### config.mk
export PLATFORM = sky130hd
export DESIGN_NAME = rom_arbiter
export DESIGN_NICKNAME = d
export VERILOG_FILES = /design/src/rtl/rom_arbiter.sv
export SDC_FILE = /design/constraint.sdc
export NUM_CORES = 1
export LEC_CHECK = 0
export BUFFER_PORTS_ARGS = -buffer_cell sky130_fd_sc_hd__buf_2
export CAP_MARGIN = 20
export CORE_ASPECT_RATIO = 0.8
export CORE_MARGIN = 2
export CORE_UTILIZATION = 25
export DETAILED_ROUTE_END_ITERATION = 8
export PLACE_DENSITY = 0.46
export RECOVER_POWER = 50
export SETUP_SLACK_MARGIN = 0.05
export SKIP_CTS_REPAIR_TIMING = 1
export SYNTH_ARGS = -nofsm -noshare
export SYNTH_HDL_FRONTEND = slang
export SYNTH_SLANG_ARGS = --single-unit
### constraint.sdc
create_clock -name clk -period 1.69 [get_ports clk]
set_input_delay 0.169 -clock clk [delete_from_list [all_inputs] [get_ports clk]]
set_output_delay 0.169 -clock clk [all_outputs]
set_load 0.01 [all_outputs]
### src/rtl/rom_arbiter.sv
`default_nettype none
// ============================================================================
// Module   : rom_arbiter
// Purpose  : Shares one asynchronous ROM between an instruction-fetch port and
//            a data-table port. One transfer in flight; each transfer is
//            IDLE (sample) -> ACCESS (ROM_WAIT+1 cycles) -> RESP (ack pulse).
// Revision : 1.0 - initial release
//
// Parameters
//   ROM_WAIT  ROM wait states per access, 0..7 (3-bit counter)
//
// Build option
//   ROM_ARB_RR_EN  defined   : round-robin on simultaneous requests
//                  undefined : fixed priority, instruction fetch wins
//
// Ports
//   clk       in   1   rising-edge clock
//   rst_n     in   1   synchronous active-low reset
//   if_req    in   1   instruction-fetch request (level, held until ack)
//   if_addr   in  16   instruction-fetch byte address
//   if_ack    out  1   one-cycle pulse, if_data valid
//   if_data   out  8   registered fetch data
//   dt_req    in   1   data-table request (level, held until ack)
//   dt_addr   in  16   data-table byte address
//   dt_ack    out  1   one-cycle pulse, dt_data valid
//   dt_data   out  8   registered data-table data
//   rom_addr  out 16   registered ROM address (held while idle)
//   rom_data  in   8   ROM read data, combinational from rom_addr
//   busy      out  1   high whenever a transfer is in flight
// ============================================================================
module rom_arbiter #(
  parameter int unsigned ROM_WAIT = 0
) (
  input  logic        clk,
  input  logic        rst_n,
  input  logic        if_req,
  input  logic [15:0] if_addr,
  output logic        if_ack,
  output logic [7:0]  if_data,
  input  logic        dt_req,
  input  logic [15:0] dt_addr,
  output logic        dt_ack,
  output logic [7:0]  dt_data,
  output logic [15:0] rom_addr,
  input  logic [7:0]  rom_data,
  output logic        busy
);

  localparam logic [1:0] c_IDLE   = 2'd0;
  localparam logic [1:0] c_ACCESS = 2'd1;
  localparam logic [1:0] c_RESP   = 2'd2;

  localparam logic [2:0] c_WAIT = 3'(ROM_WAIT);

  logic [1:0]  r_state;
  logic [2:0]  r_cnt;
  logic [15:0] r_rom_addr;
  logic [7:0]  r_if_data;
  logic [7:0]  r_dt_data;
  logic        r_if_ack;
  logic        r_dt_ack;
  logic        r_sel_dt;   // winner of the transfer in flight: 1 = data table

  logic        w_any_req;
  logic        w_gnt_dt;

  assign w_any_req = if_req | dt_req;

`ifdef ROM_ARB_RR_EN
  // Last granted requester; resets to data-table so the first contested
  // grant after reset goes to instruction fetch.
  logic r_last_dt;

  assign w_gnt_dt = dt_req & (~if_req | ~r_last_dt);

  always_ff @(posedge clk) begin
    if (!rst_n) begin
      r_last_dt <= 1'b1;
    end else if ((r_state == c_IDLE) && w_any_req) begin
      r_last_dt <= w_gnt_dt;
    end
  end
`else
  // Fixed priority: data table only wins when instruction fetch is silent.
  assign w_gnt_dt = dt_req & ~if_req;
`endif

  always_ff @(posedge clk) begin
    if (!rst_n) begin
      r_state    <= c_IDLE;
      r_cnt      <= 3'd0;
      r_rom_addr <= 16'h0000;
      r_if_data  <= 8'h00;
      r_dt_data  <= 8'h00;
      r_if_ack   <= 1'b0;
      r_dt_ack   <= 1'b0;
      r_sel_dt   <= 1'b0;
    end else begin
      // Acks are single-cycle pulses raised only on the ACCESS->RESP edge.
      r_if_ack <= 1'b0;
      r_dt_ack <= 1'b0;
      case (r_state)
        c_IDLE: begin
          // rom_addr is only loaded on a grant, so it stays stable while idle.
          if (w_any_req) begin
            r_state    <= c_ACCESS;
            r_cnt      <= c_WAIT;
            r_sel_dt   <= w_gnt_dt;
            r_rom_addr <= w_gnt_dt ? dt_addr : if_addr;
          end
        end
        c_ACCESS: begin
          if (r_cnt != 3'd0) begin
            r_cnt <= r_cnt - 3'd1;
          end else begin
            r_state <= c_RESP;
            if (r_sel_dt) begin
              r_dt_data <= rom_data;
              r_dt_ack  <= 1'b1;
            end else begin
              r_if_data <= rom_data;
              r_if_ack  <= 1'b1;
            end
          end
        end
        c_RESP: begin
          r_state <= c_IDLE;
        end
        default: begin
          r_state <= c_IDLE;
        end
      endcase
    end
  end

  assign if_ack   = r_if_ack;
  assign if_data  = r_if_data;
  assign dt_ack   = r_dt_ack;
  assign dt_data  = r_dt_data;
  assign rom_addr = r_rom_addr;
  assign busy     = (r_state != c_IDLE);

endmodule
`default_nettype wire
Yosys cells after proc, flatten, opt, wreduce, memory -nomap -nowiden
Index checks and enable logic that the tools add are counted.
{"block": "word_totals", "input_bits": 44, "word_cells": 39, "rom_bits": 0, "n_memories": 0, "latch_bits": 0, "mem_bits_rw": 0, "out_inout_bits": 35, "reg_bits": 40}
{"block": "classes", "n_eq_ne": 4, "reduce_logical": 10, "n_lt_le_gt_ge": 0, "bitwise_logic": 7, "div": 0, "addsub": 1, "n_shift": 0, "mul": 0, "mux": 9}
{"op": "$mux 16", "n": 1}
{"op": "$reduce_and 3->1", "n": 3}
{"op": "$mux 3", "n": 2}
{"op": "$ne 2x2->1 const B", "n": 3}
{"op": "$pmux 3 s2", "n": 1}
{"op": "$not 1->1", "n": 5}
{"op": "$mux 2", "n": 2}
{"op": "$pmux 2 s2", "n": 1}
{"op": "$reduce_and 2->1", "n": 2}
{"op": "$reduce_bool 2->1", "n": 2}
{"op": "$reduce_bool 3->1", "n": 1}
{"op": "$reduce_or 3->1", "n": 1}
{"op": "$sub 3x1->3 const B", "n": 1}
{"op": "$eq 2x1->1 const B", "n": 1}
{"op": "$logic_not 2->1", "n": 1}
{"op": "$mux 1", "n": 2}
{"op": "$and 1x1->1", "n": 1}
{"op": "$or 1x1->1", "n": 1}

Logic depth before layout (Yosys ltp)
Gate-level depths: netlist of run 1.
{"block": "depth", "depth_word": 3, "ltp_mapped": 6, "ltp_nobuf": 5}

Worst setup path after synthesis of run 1
No wires, ideal clock.
{"block": "synth_timing", "path_kind": "register to register", "startpoint": "reg r_cnt[0]", "endpoint": "reg r_if_data[0] (netlist: if_data[0])", "path_buffers": 0, "path_slack_ps": 249, "stages_incl_launch_ff": 6, "required_time_ps": 1618, "setup_time_ps": 72, "arrival_time_ps": 1370, "synth_period_minus_slack_ps": 1441, "path_cell_list": "dfxtp_1 > inv_1 > ha_1 > or2b_1 > nor3_4 > mux2i_1"}
{"block": "synth_via", "elab_chain_len": 3}
{"element": "start: declaration", "line": "56", "source": "logic [2:0] r_cnt;"}
{"element": "start signal: assignment", "line": "107", "source": "r_cnt <= c_WAIT;"}
{"element": "start signal: assignment", "line": "114", "source": "r_cnt <= r_cnt - 3'd1;"}
{"element": "$reduce_bool 3->1", "line": "113", "source": "if (r_cnt != 3'd0) begin"}
{"element": "$not 1->1 (no line)"}
{"element": "$reduce_and 3->1 (no line)"}
{"element": "end signal: assignment", "line": "121", "source": "r_if_data <= rom_data;"}
{"element": "end: declaration", "line": "58", "source": "logic [7:0] r_if_data;"}
Every way passes these cells.
A chain may end at the register's enable or synchronous reset.

Worst setup path after layout of run 1
{"block": "layout_timing", "startpoint": "reg r_cnt[0]", "endpoint": "reg r_if_data[7] (netlist: if_data[7])"}
The elaborated chain is that of the path after synthesis.

==> out/summary.txt, run 1 <==
Reg-to-Reg Start -> r_cnt[0]
Reg-to-reg critical path endpoint -> if_data[7]
Slew headroom -> 0.646
Clock root buffer -> clkbuf_8
Leading area contributor after synthesis -> dfxtp_1
Static leakage -> 0.952 nW
CP max FO -> 8
Worst-Skew Late Latency -> 0.29 ns
Top cells by area, synth -> dfxtp_1, mux2i_1, a211oi_2, a21oi_1, nand2_1
Ys flop type -> dfxtp_1
Clock-pin transition on the worst setup and hold timing paths -> 0.08 ns
Design area -> 0.00231 mm²
Worst path slowest cell -> dfxtp_1
Filler Cell Count -> 743
Hold WS -> 0.147 ns
Most frequent cells in the layout -> buf_2, dfxtp_1, clkbuf_1, mux2i_1, nand2_1
Achievable clock frequency -> 0.687 GHz
Clk sinks -> 40
Cts bufs inserted -> 5
Crit path launch -> r_cnt[0]
CP max stage delay -> 0.31 ns
Die width -> 98.1 µm
RD Place Congestion -> 0.693
Initial Util -> 0.258
CTS tree -> done
Synthesized area -> 0.00177 mm²
Die area -> 0.00778 mm²
Status -> finished, final reports clean
Slew Limit Fails -> 0
Yosys top cell area share -> 0.452
Layout cells sized above 1 -> 0.290
Warnings, synthesis -> 0
Gate Count Post-Synth -> 174
Grt ovf -> 0
Post-DP Area -> 0.00225 mm²
Hold Path Class -> in2reg
Ys async rst share -> 0
Commonest non-fill, non-tap cell in the layout -> buf_2
WL/cell -> 12.8 µm
Synth cell types -> 32
Clk_skew -> 0.00827 ns
VDD IR max -> 0.295 mV
Post-route ant nets -> 0
CP Launch Type -> flip-flop
Die height -> 79.3 µm
H-tree Lvls -> 2
Aggregate global-route resource usage -> 0.112
Largest net degree at the start of global routing -> 26
Worst-case reg-to-reg path depth -> 6
RSZ-0062 raised after global routing -> false
Worst endpoint required time -> 1.91 ns
Core box area -> 0.00686 mm²
Vias/cell -> 4.45
WL final -> 4370 µm
CP endpoint -> if_data[7]
Initial DRC count -> 35
Mapped Nets -> 220
Ant. Diodes -> 0
First-pass GRT wire length -> 7100 µm
Power Density -> 922 mW/mm²
Final period utilization -> 0.862
Synthesized area per cell -> 10.2 µm²
Clock buffer depth -> 2
Total negative slack -> 0 ns
R2R setup slack -> 0.23 ns
Area Growth Syn to Fin -> 30.3%
Hold_sp -> rom_data[1]
Final Setup Violations -> 0
WS Path Type -> reg2reg
Seq cells post-synth -> 40
CP Data Arrival Time -> 1.67 ns
Antenna violations before repair -> 0
Detailed Routing Iterations Pass 1 -> 4
Post-synth EDFFs -> 0
Number of global-route vias before repair -> 1465
Worst-margin pin slew -> 0.530 ns
Period minus WS final -> 1.46 ns
Crit path cell chain -> inv_1, ha_1, or2b_1, nor3_4, buf_6, mux2i_1
Detailed Place HPWL -> 3130 µm
NumNets Final -> 300
Sequential fraction of the synthesis area -> 0.452
Crit. End Element -> flip-flop
MaxCap Viol Count -> 0
Port bufs -> 78
Final Hold Viols -> 0
I/O Pins -> 79
DRC Markers -> 0
Via count -> 1522
Cell Rows -> 27
-- per-stage QoR --
stage	setup WS, ns	total power (W)	util	instances
after floorplan	0.249	0.00134	-	174
after global placement	0.268	0.00151	0.329	334
after detailed placement	0.219	0.00151	0.329	334
after CTS	0.213	0.00218	0.342	342
after global routing	0.0809	0.00225	0.336	342
final	0.234	0.00213	0.336	342
-- logic make-up after synthesis --
| kind of cell | count (synthesis) | synth area share |
|---|---|---|
| simple gates | 44 | 0.136 |
| mux | 32 | 0.181 |
| compound gates | 40 | 0.168 |
| fa+ha+maj | 2 | 0.0141 |
| flops | 40 | 0.452 |
| buf+inv | 16 | 0.0481 |
-- cell usage after synthesis, types with 2 or more instances --
cell,number
nor2_1,3
nor2b_1,3
nand2_1,25
inv_2,2
dfxtp_1,40
clkbuf_1,4
ha_1,2
buf_2,5
buf_6,2
a211oi_2,9
inv_1,2
a211oi_1,7
mux2i_1,32
a21oi_1,19
nand3_1,2
-- registers in the layout, summed over array words and instances, names as in the netlist --
register and count:
if_ack 1, if_data 8, rom_addr 16, r_cnt 3
dt_data 8, dt_ack 1, r_sel_dt 1, r_state 2
-- worst min-delay path by stage --
stage,endpoint,slack (ns),cells after the start
after CTS,dt_data[1],0.14,3
after global placement,dt_data[3],0.44,2
after floorplan,dt_data[0],0.33,2
after detailed placement,if_data[7],0.45,2
after global routing,dt_data[2],0.13,3
final,dt_data[1],0.15,3
-- critical path, delay by kind of cell, from the launching register on --
| kind | cells | cell delay, ns |
|---|---|---|
| flops | 1 | 0.31 |
| buf+inv | 2 | 0.27 |
| fa+ha+maj | 1 | 0.18 |
| mux | 1 | 0.19 |
| simple gates | 2 | 0.44 |
-- where the power goes --
part / switching [W] / internal, W / total, W
Sequential: 0.0000410 / 0.00101 / 0.00105
Combinational: 0.000235 / 0.000176 / 0.000411
Clock: 0.000329 / 0.000332 / 0.000661
Total: 0.000606 / 0.00152 / 0.00213
-- cell type report --
| type | count | area, µm² | share of cell area |
|---|---|---|---|
| timing repair buffer | 85 | 402 | 0.174 |
| tap | 87 | 109 | 0.0472 |
| inverter | 4 | 15.0 | 0.00651 |
| clock inverter | 1 | 7.51 | 0.00325 |
| sequential | 40 | 801 | 0.347 |
| clock buffer | 7 | 86.3 | 0.0374 |
| multi-input combinational | 118 | 887 | 0.384 |
-- per-layer routing --
layer	wire length (µm)	up-vias	GRT usage
li1	-	776	-
met1	2100	706	0.148
met2	1980	35	0.179
met3	237	5	0.0326
met4	49	0	0.0292
met5	0	-	0
Note: power is estimated with default switching activity, not from simulation.
==> run 2: changes to the inputs <==
RECOVER_POWER = default   (was 50)
==> run 2 against run 1 <==
- cell count unchanged
- first-iteration DRC count up 20%
- routed wire length down 1.3%
- sequential power about the same
- die area unchanged
- sequential cell count unchanged
- clock skew down 0.00091 ns
- worst setup slack better by 0.0074 ns
- maximum frequency up 0.51%
- register-to-register slack about the same
- clock power about the same
- critical endpoint unchanged
==> out/summary.txt, run 2 (same netlist as run 1, synthesis figures left out) <==
P_sw -> 0.000601 W
CP Data Arrival Time -> 1.67 ns
Post-route ant nets -> 0
First-pass GRT wire length -> 7100 µm
Antenna violations before repair -> 0
Initial DRC count -> 42
CTS tree -> done
Crit path cell chain -> inv_1, ha_1, or2b_1, nor3_4, buf_6, mux2i_1
MaxCap Viol Count -> 0
Clk_skew -> 0.00736 ns
Via count -> 1532
Clk sinks -> 40
Crit. End Element -> flip-flop
R2R setup slack -> 0.24 ns
WL/cell -> 12.6 µm
RD Place Congestion -> 0.693
Final period utilization -> 0.857
VDD IR max -> 0.294 mV
Static leakage -> 1.09 nW
Min-Delay Path Depth -> 3
Vias/cell -> 4.48
Commonest non-fill, non-tap cell in the layout -> buf_2
Reg-to-Reg Start -> r_cnt[0]
Worst endpoint required time -> 1.91 ns
Largest net degree at the start of global routing -> 26
GRT Max-Usage Layer -> met2
Core box area -> 0.00686 mm²
Ant. Diodes -> 0
Hold_sp -> rom_data[1]
Clock root buffer -> clkbuf_8
Cts bufs inserted -> 5
Clock buffer depth -> 2
Achievable clock frequency -> 0.690 GHz
I/O Pins -> 79
RSZ-0062 raised after global routing -> false
Slew Limit Fails -> 0
Initial Util -> 0.258
Cell Rows -> 27
Final Setup Violations -> 0
GRT met3 Usage -> 0.0326
Die height -> 79.3 µm
Worst-Skew Late Latency -> 0.29 ns
Buffer and inverter count on the worst path -> 2
Worst-margin pin slew -> 0.530 ns
Port bufs -> 78
Met1 GRT Util -> 0.148
Die width -> 98.1 µm
Worst-case reg-to-reg path depth -> 6
Reg-to-reg critical path endpoint -> if_data[7]
Number of global-route vias before repair -> 1465
Power Density -> 910 mW/mm²
Comb pwr share -> 0.201
Internal power -> 0.00154 W
Worst path slowest cell -> dfxtp_1
Max reg flops -> 16
NumNets Final -> 300
Period minus WS final -> 1.45 ns
Area Growth Syn to Fin -> 32.9%
Hold Path Class -> in2reg
Slew headroom -> 0.646
WS Path Type -> reg2reg
Hold WS -> 0.147 ns
Final Hold Viols -> 0
Clock share of power -> 0.308
End of the worst hold path -> dt_data[1]
Grt ovf -> 0
Status -> finished, final reports clean
Aggregate global-route resource usage -> 0.112
WL final -> 4310 µm
Met2 Usage GRT -> 0.179
Top delay family on crit path -> simple AND/OR/NAND/NOR gates
Clock-pin transition on the worst setup and hold timing paths -> 0.08 ns
Layout cells sized above 1 -> 0.424
H-tree Lvls -> 2
Filler Cell Count -> 731
DRC Markers -> 0
CP Launch Type -> flip-flop
CP max FO -> 8
Detailed Routing Iterations Pass 1 -> 4
Sequential share of power -> 0.491
Die area -> 0.00778 mm²
Total negative slack -> 0 ns
Sw frac -> 0.281
Most frequent cells in the layout -> buf_2, dfxtp_1, mux2i_1, nand2_1, a21oi_1
CP max stage delay -> 0.31 ns
Detailed Place HPWL -> 3130 µm
run 2: cell type report:
cell class                 count  area [µm²]  share of cell area
clock buffer                   7        86.3              0.0367
multi-input combinational    118         887               0.377
timing repair buffer          85         447               0.190
sequential                    40         801               0.340
clock inverter                 1        7.51             0.00319
inverter                       4        15.0             0.00638
tap                           87         109              0.0463
run 2: worst max-delay path by stage:
| stage | startpoint | to | cells past startpoint |
|---|---|---|---|
| after floorplan | r_cnt[0] | if_data[0] | 5 |
| after global placement | r_cnt[0] | if_data[5] | 6 |
| after detailed placement | r_cnt[0] | if_data[0] | 6 |
| after CTS | r_cnt[0] | if_data[7] | 6 |
| after global routing | r_cnt[0] | if_data[4] | 6 |
| final | r_cnt[0] | if_data[7] | 6 |
run 2: routing by layer:
layer | up-vias | wire length [µm]
met5 | - | 0
met4 | 0 | 48
met3 | 5 | 231
met2 | 34 | 1990
met1 | 717 | 2040
li1 | 776 | -
run 2: power by group through the flow:
| stage | Combinational, W | Clock, W | Sequential [W] |
|---|---|---|---|
| 2_1_floorplan | 0.000239 | 0 | 0.00110 |
| 3_3_place_gp | 0.000434 | 0 | 0.00107 |
| 3_5_place_dp | 0.000437 | 0 | 0.00107 |
| 4_1_cts | 0.000437 | 0.000693 | 0.00105 |
| 5_1_grt | 0.000476 | 0.000727 | 0.00106 |
| 6_report | 0.000430 | 0.000659 | 0.00105 |
run 2: through the flow:
stage | util | std cells | cell area, µm² | setup slack [ns] | power, W
2_1_floorplan | - | 174 | 1770 | 0.249 | 0.00134
3_3_place_gp | 0.329 | 334 | 2250 | 0.268 | 0.00151
3_5_place_dp | 0.329 | 334 | 2250 | 0.219 | 0.00151
4_1_cts | 0.342 | 342 | 2350 | 0.213 | 0.00218
5_1_grt | 0.343 | 342 | 2350 | 0.0809 | 0.00226
6_report | 0.343 | 342 | 2350 | 0.241 | 0.00214
run 2: worst reg2reg max path, stage by stage, from the launching register on:
cell	delay [ns]
dfxtp_1	0.31
inv_1	0.09
ha_1	0.18
or2b_1	0.30
nor3_4	0.14
buf_6	0.18
mux2i_1	0.19
==> run 3: changes to the inputs <==
RECOVER_POWER = 25   (was default)
==> run 3 against run 2 <==
- routed wire length grew 1.1%
- cell count is the same
- core utilization fell by 0.33 points
- clock skew about the same
- die area is the same
- combinational power shrank 2%
- sequential cell count unchanged
- worst setup slack about the same
- via count is 0.13% lower
- non-clock buffer count stayed put
- first-iteration DRC count unchanged
- critical endpoint unchanged
- highest routed layer unchanged
==> out/summary.txt, run 3 (same netlist as run 1, synthesis figures left out) <==
Slew Limit Fails -> 0
Ant. Diodes -> 0
Reg-to-reg critical path endpoint -> if_data[7]
CP Launch Type -> flip-flop
Worst-margin pin slew -> 0.530 ns
Worst-Skew Late Latency -> 0.29 ns
Multi-input logic area -> 887 µm²
Period minus WS final -> 1.45 ns
Port bufs -> 78
Achievable clock frequency -> 0.690 GHz
Most frequent cells in the layout -> buf_2, dfxtp_1, mux2i_1, nand2_1
Dpl cells -> 334
CTS tree -> done
First-pass GRT wire length -> 7100 µm
Antenna violations before repair -> 0
Final period utilization -> 0.857
Die area -> 0.00778 mm²
CP Data Arrival Time -> 1.67 ns
Power Density -> 916 mW/mm²
Layout cells sized above 1 -> 0.353
H-tree Lvls -> 2
Commonest non-fill, non-tap cell in the layout -> buf_2
DRC Markers -> 0
WS Path Type -> reg2reg
NumNets Final -> 300
Worst endpoint required time -> 1.91 ns
RSZ-0062 raised after global routing -> false
RD Place Congestion -> 0.693
Clock buffer depth -> 2
Post-Place Worst Slack -> 0.219 ns
WL final -> 4360 µm
Filler Cell Count -> 739
Cell Rows -> 27
CP max FO -> 8
Core box area -> 0.00686 mm²
Initial DRC count -> 42
CP endpoint -> if_data[7]
Die height -> 79.3 µm
Crit. End Element -> flip-flop
VDD IR max -> 0.294 mV
Static leakage -> 1.02 nW
Final Hold Viols -> 0
Grt ovf -> 0
Max reg flops -> 16
Clock root buffer -> clkbuf_8
Clk sinks -> 40
Detailed Place HPWL -> 3130 µm
Total negative slack -> 0 ns
Hold Path Class -> in2reg
Post-layout util -> 0.340
Worst-case reg-to-reg path depth -> 6
Crit path launch -> r_cnt[0]
Area Growth Syn to Fin -> 31.6%
Status -> finished, final reports clean
Detailed Routing Iterations Pass 1 -> 4
Slew headroom -> 0.645
I/O Pins -> 79
Initial Util -> 0.258
Die width -> 98.1 µm
Post-route ant nets -> 0
Reg area -> 801 µm²
PnR worst setup slack -> 0.241 ns
Clock-pin transition on the worst setup and hold timing paths -> 0.08 ns
Number of global-route vias before repair -> 1465
Largest net degree at the start of global routing -> 26
Final Setup Violations -> 0
Cts bufs inserted -> 5
Reg-to-Reg Start -> r_cnt[0]
R2R setup slack -> 0.24 ns
Clk_skew -> 0.00739 ns
MaxCap Viol Count -> 0
Vias/cell -> 4.47
Aggregate global-route resource usage -> 0.112
Final Non-Filler Cells -> 342
Via count -> 1530
WL/cell -> 12.7 µm
[run 3: cell count changes in the layout (fill, tap and decap cells not counted), sizes merged]
cell,delta
buf,-18
clkbuf,+18
[run 3: final cells by class]
type | count | share of cell area
clock buffers | 7 | 0.0371
clock inverters | 1 | 0.00322
inverters | 4 | 0.00644
flip-flops and latches | 40 | 0.344
multi-input cells | 118 | 0.381
well taps | 87 | 0.0467
repair buffers | 85 | 0.182
[run 3: worst min-delay path by stage]
stage                  to         from  depth (start not counted)  slack, ns
5_1_grt        dt_data[2]  rom_data[2]                          3       0.13
4_1_cts        dt_data[1]  rom_data[1]                          3       0.14
2_1_floorplan  dt_data[0]  rom_data[0]                          2       0.33
3_5_place_dp   if_data[7]   if_data[7]                          2       0.45
6_report       dt_data[1]  rom_data[1]                          3       0.15
3_3_place_gp   dt_data[3]   dt_data[3]                          2       0.44
[run 3: layer usage]
| metal | GRT usage | up-vias | part of all wire |
|---|---|---|---|
| met1 | 0.148 | 714 | 0.48 |
| met5 | 0 | - | 0 |
| li1 | - | 777 | - |
| met2 | 0.179 | 34 | 0.46 |
| met3 | 0.0326 | 5 | 0.052 |
| met4 | 0.0292 | 0 | 0.011 |
[run 3: stage by stage]
step	power [W]	hold WS, ns	instance area [µm²]
2_1_floorplan	0.00134	0.331	1770
3_3_place_gp	0.00151	0.445	2250
3_5_place_dp	0.00151	0.449	2250
4_1_cts	0.00218	0.136	2350
5_1_grt	0.00226	0.134	2330
6_report	0.00213	0.147	2330
[run 3: worst max-delay path: stages (launching register included)]
cell	delay (ns)
dfxtp_1	0.31
inv_1	0.09
ha_1	0.18
or2b_1	0.30
nor3_4	0.14
buf_6	0.18
mux2i_1	0.19
[run 3: report_power, final]
group / switching (W) / internal (W) / leakage (nW)
logic: 0.000235 / 0.000186 / 0.644
clock network: 0.000329 / 0.000332 / 0.0445
registers: 0.0000401 / 0.00101 / 0.328
total: 0.000604 / 0.00153 / 1.02
